`config.mk`:
```
export PLATFORM = sky130hd
export DESIGN_NAME = dual_byte_seg_display
export DESIGN_NICKNAME = d
export VERILOG_FILES = /design/src/rtl/dual_byte_seg_display.sv
export SDC_FILE = /design/constraint.sdc
export NUM_CORES = 1
export LEC_CHECK = 0
export ABC_AREA = 1
export CORE_ASPECT_RATIO = 1.4
export CORE_MARGIN = 2
export CORE_UTILIZATION = 30
export DETAILED_ROUTE_END_ITERATION = 6
export SYNTH_ARGS = -nofsm -noshare
export SYNTH_HDL_FRONTEND = slang
export SYNTH_SLANG_ARGS = --single-unit
```
`constraint.sdc`:
```
create_clock -name clk -period 1.8 [get_ports clk]
set_input_delay 0.18 -clock clk [delete_from_list [all_inputs] [get_ports clk]]
set_output_delay 0.18 -clock clk [all_outputs]
set_load 0.02 [all_outputs]
```
`src/rtl/dual_byte_seg_display.sv`:
```
// ============================================================================
//  Module      : dual_byte_seg_display
//  Description : Captures two bytes on a load strobe and converts each one to
//                three BCD digits with a shared-timing double-dabble engine.
//                The results drive a 6-digit multiplexed, active-low 7-segment
//                display (val_a on the left, val_b on the right).
//  Revision    : 1.0 - initial release
// ============================================================================
`timescale 1ns/1ps
`default_nettype none

module dual_byte_seg_display #(
  parameter int unsigned SCAN_DIV = 50000,
  parameter bit          BLANK_LZ = 1'b1
) (
  input  logic       clk,
  input  logic       rst_n,
  input  logic [7:0] val_a,
  input  logic [7:0] val_b,
  input  logic       load,
  output logic       busy,
  output logic       done,
  output logic [6:0] seg,
  output logic [5:0] an
);

  localparam int unsigned C_DIV_W = (SCAN_DIV > 1) ? $clog2(SCAN_DIV) : 1;

  typedef enum logic [1:0] {
    ST_IDLE  = 2'd0,
    ST_SHIFT = 2'd1,
    ST_DONE  = 2'd2
  } state_t;

  state_t state_q, state_d;

  logic [7:0]         bin_a_q, bin_b_q;
  logic [9:0]         bcd_a_q, bcd_b_q;
  logic [2:0]         iter_q;
  logic [11:0]        disp_a_q, disp_b_q;   // {hundreds, tens, ones}
  logic               done_q;
  logic [C_DIV_W-1:0] div_q;
  logic [2:0]         idx_q, idx_d;
  logic [5:0]         an_q, an_d;
  logic [6:0]         seg_q, seg_d;
  logic [17:0]        step_a, step_b;

  // One double-dabble iteration: correct ones/tens digits, then shift the
  // combined {bcd, bin} register left. The hundreds digit never exceeds 2,
  // so it never needs correction and bit 9 of the accumulator is dropped.
  function automatic logic [17:0] dabble_step(input logic [8:0] bcd,
                                              input logic [7:0] bin);
    logic [7:0] lo;
    lo = bcd[7:0];
    if (lo[3:0] >= 4'd5) lo[3:0] = lo[3:0] + 4'd3;
    if (lo[7:4] >= 4'd5) lo[7:4] = lo[7:4] + 4'd3;
    return {bcd[8], lo, bin, 1'b0};
  endfunction

  // Active-low segment patterns {g,f,e,d,c,b,a}; non-decimal codes are blank.
  function automatic logic [6:0] seg7(input logic [3:0] d);
    case (d)
      4'd0:    seg7 = 7'b1000000;
      4'd1:    seg7 = 7'b1111001;
      4'd2:    seg7 = 7'b0100100;
      4'd3:    seg7 = 7'b0110000;
      4'd4:    seg7 = 7'b0011001;
      4'd5:    seg7 = 7'b0010010;
      4'd6:    seg7 = 7'b0000010;
      4'd7:    seg7 = 7'b1111000;
      4'd8:    seg7 = 7'b0000000;
      4'd9:    seg7 = 7'b0010000;
      default: seg7 = 7'b1111111;
    endcase
  endfunction

  assign step_a = dabble_step(bcd_a_q[8:0], bin_a_q);
  assign step_b = dabble_step(bcd_b_q[8:0], bin_b_q);

  // Conversion state register.
  always_ff @(posedge clk) begin
    if (!rst_n) state_q <= ST_IDLE;
    else        state_q <= state_d;
  end

  // Next-state logic: capture only from IDLE, eight shift iterations, then
  // a single DONE cycle that publishes the digits.
  always_comb begin
    state_d = state_q;
    case (state_q)
      ST_IDLE:  if (load) state_d = ST_SHIFT;
      ST_SHIFT: if (iter_q == 3'd7) state_d = ST_DONE;
      ST_DONE:  state_d = ST_IDLE;
      default:  state_d = ST_IDLE;
    endcase
  end

  // Conversion datapath and display registers.
  always_ff @(posedge clk) begin
    if (!rst_n) begin
      bin_a_q  <= '0;
      bin_b_q  <= '0;
      bcd_a_q  <= '0;
      bcd_b_q  <= '0;
      iter_q   <= '0;
      disp_a_q <= '0;
      disp_b_q <= '0;
      done_q   <= 1'b0;
    end else begin
      done_q <= 1'b0;
      case (state_q)
        ST_IDLE: begin
          if (load) begin
            bin_a_q <= val_a;
            bin_b_q <= val_b;
            bcd_a_q <= '0;
            bcd_b_q <= '0;
            iter_q  <= '0;
          end
        end
        ST_SHIFT: begin
          bcd_a_q <= step_a[17:8];
          bin_a_q <= step_a[7:0];
          bcd_b_q <= step_b[17:8];
          bin_b_q <= step_b[7:0];
          iter_q  <= iter_q + 3'd1;
        end
        ST_DONE: begin
          disp_a_q <= {2'b00, bcd_a_q};
          disp_b_q <= {2'b00, bcd_b_q};
          done_q   <= 1'b1;
        end
        default: ;
      endcase
    end
  end

  // Pattern for the digit the scan moves to next, with leading-zero blanking.
  always_comb begin
    logic [3:0] dig;
    logic       blank;
    dig   = 4'd0;
    blank = 1'b0;
    idx_d = (idx_q == 3'd5) ? 3'd0 : idx_q + 3'd1;
    case (idx_d)
      3'd0: dig = disp_b_q[3:0];
      3'd1: begin
        dig   = disp_b_q[7:4];
        blank = BLANK_LZ && (disp_b_q[11:8] == 4'd0) && (disp_b_q[7:4] == 4'd0);
      end
      3'd2: begin
        dig   = disp_b_q[11:8];
        blank = BLANK_LZ && (disp_b_q[11:8] == 4'd0);
      end
      3'd3: dig = disp_a_q[3:0];
      3'd4: begin
        dig   = disp_a_q[7:4];
        blank = BLANK_LZ && (disp_a_q[11:8] == 4'd0) && (disp_a_q[7:4] == 4'd0);
      end
      3'd5: begin
        dig   = disp_a_q[11:8];
        blank = BLANK_LZ && (disp_a_q[11:8] == 4'd0);
      end
      default: dig = 4'd0;
    endcase
    an_d  = ~(6'b000001 << idx_d);
    seg_d = blank ? 7'b1111111 : seg7(dig);
  end

  // Scan divider; index, anode and segment registers advance together on wrap.
  always_ff @(posedge clk) begin
    if (!rst_n) begin
      div_q <= '0;
      idx_q <= '0;
      an_q  <= 6'b111110;
      seg_q <= 7'b1000000;
    end else if (div_q == C_DIV_W'(SCAN_DIV - 1)) begin
      div_q <= '0;
      idx_q <= idx_d;
      an_q  <= an_d;
      seg_q <= seg_d;
    end else begin
      div_q <= div_q + C_DIV_W'(1);
    end
  end

  assign busy = (state_q != ST_IDLE);
  assign done = done_q;
  assign seg  = seg_q;
  assign an   = an_q;

endmodule

`default_nettype wire

```
== After elaboration in Yosys (flattened, before gate mapping) ==
Memories as Yosys holds them, arrays and structs flattened.
Cells that the tools add are included.

* Add/subtract/negate cells: 7
* Multipliers: 0
* Div/mod/pow operators: 0
* $lt $le $gt $ge: 4
* Equality and inequality tests: 12
* Shift operators: 1
* Multiplexer cells: 21
* Bitwise gates (word level): 2
* Reductions and logical operators: 13

{| class="wikitable"
|+ Operators by type and width
! kind !! number
|-
| $pmux 10 s2 || 2
|-
| $pmux 8 s2 || 2
|-
| $pmux 4 s6 || 1
|-
| $add 16x1->16 const B || 1
|-
| $add 4x2->4 const B || 4
|-
| $eq 16x16->1 const B || 1
|-
| $ge 4x3->1 const B || 4
|-
| $logic_not 4->1 || 4
|-
| $mux 4 || 4
|-
| $mux 8 || 2
|-
| $eq 3x3->1 const B || 4
|-
| $mux 10 || 1
|-
| $mux 7 || 1
|-
| $add 3x1->3 const B || 2
|-
| $eq 3x2->1 const B || 2
|-
| $mux 3 || 2
|-
| $not 6->6 || 1
|-
| $pmux 3 s2 || 1
|-
| $shl 1x3->6 const A || 1
|-
| $mux 2 || 2
|-
| $ne 2x2->1 const B || 2
|-
| $pmux 1 s4 || 1
|-
| $pmux 2 s2 || 1
|-
| $reduce_and 2->1 || 2
|-
| 10 further kinds || 12
|}

* Register bits after elaboration: 94
* Bits in latches: 0
* Bits in writable memories: 0
* Bits in read-only memories: 112
* Input bits: 19
* Memories: 1

{| class="wikitable"
|+ Memories
! name !! words !! bits a word !! rd ports !! clocked after Yosys merged registers in !! wr ports !! line !! RTL
|-
| (name not given) || 16 || 7 || 1 || 0 || 0 || 62 || <nowiki>case (d)</nowiki>
|}

== Depth between registers and ports, before layout ==
An unclocked memory read counts as a cell.

* Depth after elaboration: 6
* Gate-level depth with buffers: 16
* Depth with buffers taken out: 15

== Worst setup path after synthesis ==
OpenSTA, ideal clock, no wires.

* Path type: reg2reg
* Start point: reg idx_q[2]
* End point: reg seg_q[3], in the netlist seg[3]
* Library setup time: 112 ps
* Data arrival time: 1604 ps
* Data required time: 1688 ps
* Path slack: 83 ps
* Cell stages (with the launch flop): 17
* Path buffers: 1
* Cells stage by stage: dfxtp_1 -> inv_2 -> buf_6 -> nand3_1 -> inv_1 -> nand2_1 -> nand2_1 -> inv_1 -> nand2_1 -> inv_1 -> ha_1 -> inv_1 -> nand2_1 -> nand3_1 -> nand3_1 -> nand2_1 -> nand2_1

* Cells in the longest elaborated chain, start to end: 6
* Elaborated cells on any way between the ends: 13
* Classes of those cells: 1 x add/sub; 6 x eq/ne; 4 x mux; 1 x reduce/logical; 1 x memory

{| class="wikitable"
|+ Ends and longest elaborated chain
! element !! line !! RTL
|-
| start: declaration || 43 || <nowiki>logic [2:0] idx_q, idx_d;</nowiki>
|-
| start signal: assignment || 179 || <nowiki>idx_q <= idx_d;</nowiki>
|-
| $add 3x1->3 / $eq 3x3->1 (equally long branches) || 144 || <nowiki>idx_d = (idx_q == 3'd5) ? 3'd0 : idx_q + 3'd1;</nowiki>
|-
| $mux 3 * || 144 ||
|-
| $eq 3x3->1, or another cell as far along || 145 || <nowiki>case (idx_d)</nowiki>
|-
| $pmux 4 s6 || 145 ||
|-
| $mem_v2 16x7 || - ||
|-
| $mux 7 * || 167 || <nowiki>seg_d = blank ? 7'b1111111 : seg7(dig);</nowiki>
|-
| end signal: assignment || 181 || <nowiki>seg_q <= seg_d;</nowiki>
|-
| end: declaration || 45 || <nowiki>logic [6:0] seg_q, seg_d;</nowiki>
|}

Mark *: on every way between the ends. The rest lies on a longest branch, timed or not.
A chain may end at the register's enable or synchronous reset.

== Final worst setup path ==
* Start point: reg idx_q[0]
* End point: reg seg_q[1], in the netlist seg[1]

The elaborated chain is that of the path after synthesis.

==> metrics.cfg <==
[global_route]
grt_max_degree = 37
grtUsageMet2_pct = 22.8
grt_pass1_vias = 3852
use_met1_pct = 16.0
grt.busiest_layer = met2
antenna_found_initial = 0
grt_use_total_pct = 13.3
grt.met3_usage_pct = 1.97
grt_overflow_total = 0
grt_pass1_wl_mm = 17.4

[layout]
utilization_pct = 37.6
multi_input_area_sq_um = 2320
nets = 697
n_fill_cell = 1578
most-common-layout-cells = nand2_1 (128), dfxtp_1 (91), a21oi_1 (59)
layout.cells.non_filler = 859
regArea_sq_um = 1890
areaGrowthSynthToFinish_pct = 24.1
final_common_cell = nand2_1
n_antenna_cell = 0
drive_above_1_share_pct = 14.1

[floorplanning]
start_util_pct = 30.3
ioPinCount = 34
fp.dieH_microns = 149
core_area_sq_um = 14900
fp.dieW_microns = 107
die_area_sq_um = 16000
rows = 53

[synth]
avgSynthCellArea_sq_um = 7.25
ys_seq_area_share_pct = 41.8
synth_async_sr_flop_share_pct = 0
synth_edf_count = 0
synth_cells = 620
ys_seq_elements = 94
synth_warnings = 0
syn_nets = 655
synth_area_sq_um = 4500
ys.flop_type = dfxtp_1
ys_types = 35

[placed_design]
port_buffers = 33
hpwl_mm = 6.97
gp_congestion = 0.840
dp_cells = 840
post-place-ws_ps = 34.6

[sta]
rsz0062_at_grt = yes
setup_slack_ps = 124
relSlewSlack_pct = 77.4
setup_viol = 0
finalHoldViolations = 0
fmax_mhz = 597
layout_min_cycle_time_ps = 1680
finalCritPeriodShare_pct = 93.1
fin_skew_ps = 6.97
worst_pin_slew_ps = 339
finalHoldWorstSlack_ps = 410
slew_viol_final = 0

[setup_path]
cp.arrival_ps = 1920
worst_r2r_endpoint = seg[1]
crit_path_max_incr_delay_ps = 370
crit_path_end_kind = flop
reg2reg_depth = 14
endpoint = seg[1]
regToRegSetupSlack_ps = 120
cp-start-kind = flop
cp_max_fo = 5
required_ps = 2040
worstSetupPathType = reg2reg
crit_path_top_delay_cell = dfxtp_4
path_cells = buf_12 > nand2_1 > nor2_2 > nand2_2 > nand2_2 > nor2_2 > nand2_2 > inv_2 > ha_4 > inv_1 > nand2_1 > nand2_1 > o21ai_2 > inv_1
regToRegStartpoint = idx_q[0]
cp-startpoint = idx_q[0]

[cts]
cts.sinks = 94
root_buffer = clkbuf_16
h-tree-depth = 3
cts-buffers-inserted = 9
clk_path_buf_depth = 2
clock_latency_ps = 340
tritoncts = built
postCtsHoldBufs = 0
clkTransAtPathRegs_ps = 70

[routing]
vias = 3948
wl_mm = 10.0
viasPerCell = 4.60
final_antenna_net_count = 0
wl_per_cell_microns = 11.6
route.detailed.drc = 0
firstDrtPassIters = 4
drt_iter0_drc = 204

[pwr]
p_switching_mw = 0.989
p_int_mw = 3.39
peakVddDrop_mv = 0.540
clock_power_share_pct = 44.6
leakagePower_nw = 2.25
seq_power_share_pct = 49.1
power_frac_comb_pct = 6.3
power.density_nw_per_um2 = 785
swShare_pct = 22.6

[worst_hold_path]
min_path_type = in2reg

[flow_run]
maxCapViolCount = 0

[outcome]
status = finished clean

-- synthesized netlist by cell type (4+ instances only) --
| library cell | number | area share, % |
|---|---|---|
| nand2_1 | 135 | 11 |
| dfxtp_1 | 94 | 42 |
| a21oi_1 | 59 | 6.6 |
| inv_1 | 58 | 4.8 |
| nor2_1 | 55 | 4.6 |
| o21ai_0 | 51 | 5.7 |
| nand3_1 | 42 | 4.7 |
| clkbuf_1 | 17 | 1.4 |
| a31oi_1 | 16 | 2.2 |
| ha_1 | 16 | 4.5 |
| nor3_1 | 11 | 1.2 |
| buf_2 | 7 | 0.78 |
| inv_2 | 6 | 0.50 |
| nand2_2 | 5 | 0.70 |
| nor2_2 | 5 | 0.70 |
| xor2_1 | 5 | 0.97 |
| nand4_1 | 4 | 0.56 |
| nor3b_1 | 4 | 0.67 |
-- repair_timing --
action,in CTS,in global routing
endpoints found under the setup margin,0,10
setup buffers,0,1
resized for setup,0,28
-- per-stage QoR --
| stage | cell area, sq um | TNS, ps | total power, mW |
|---|---|---|---|
| after floorplan | 4500 | 0 | 2.36 |
| after global placement | 5160 | 0 | 2.48 |
| after detailed placement | 5160 | 0 | 2.48 |
| after CTS | 5470 | 0 | 4.43 |
| after global routing | 5580 | -14.5 | 4.56 |
| final | 5580 | 0 | 4.38 |
-- area by class of cell --
type                            instances  share of cell area, %
Inverter                               64                   4.35
Multi-Input combinational cell        436                   41.6
Timing Repair Buffer                   57                   10.5
Clock inverter                          3                  0.762
Tap cell                              192                   4.30
Sequential cell                        94                   33.9
Clock buffer                           13                   4.66
-- kinds of logic after synthesis --
kind of cell             after synthesis  synth area share (%)
flip-flops                            94                  41.8
AND/OR/NAND/NOR                      282                  29.2
XOR/XNOR                               5                 0.974
AO/OA/AOI/OAI                        132                  15.4
adder cells (fa/ha/maj)               16                  4.45
buffers and inverters                 91                  8.12
-- power groups by stage --
stage	sequential (mW)	combinational, mW	clock, mW
2_1_floorplan	2.20	0.167	0
3_3_place_gp	2.20	0.279	0
3_5_place_dp	2.20	0.280	0
4_1_cts	2.16	0.281	2.00
5_1_grt	2.16	0.312	2.09
6_report	2.15	0.276	1.95
-- critical path, delay by kind of cell (launching register included) --
kind | cells | cell delay (ps)
adders and majority gates | 1 | 250
DFF | 1 | 370
AOI/OAI and AO/OA | 1 | 120
and+or+nand+nor | 8 | 580
buffers and inverters | 4 | 250
-- worst min-delay path by stage --
stage / end / cells past startpoint / slack, ps / start
global route: bin_b_q[1] / 3 / 420 / val_b[1]
detailed placement: div_q[0] / 1 / 440 / div_q[0]
finish: bin_b_q[4] / 3 / 410 / val_b[4]
CTS: bin_b_q[3] / 3 / 400 / val_b[3]
floorplan: bin_a_q[7] / 2 / 340 / val_a[7]
global placement: div_q[0] / 1 / 430 / div_q[0]
-- metal layers --
metal,wire (microns),vias up
met1,4670,1776
met2,4830,57
met4,248,0
li1,-,2099
met5,0,-
met3,260,16
-- flip-flops by register name, indices dropped and copies added (netlist names), 3 cells and up --
name and flops:
an 6, bcd_a_q 10, bcd_b_q 10, bin_a_q 8, bin_b_q 8, disp_a_q 10, disp_b_q 10, div_q 16
idx_q 3, iter_q 3, seg 7
No activity file was read; power rests on OpenSTA's default activity.
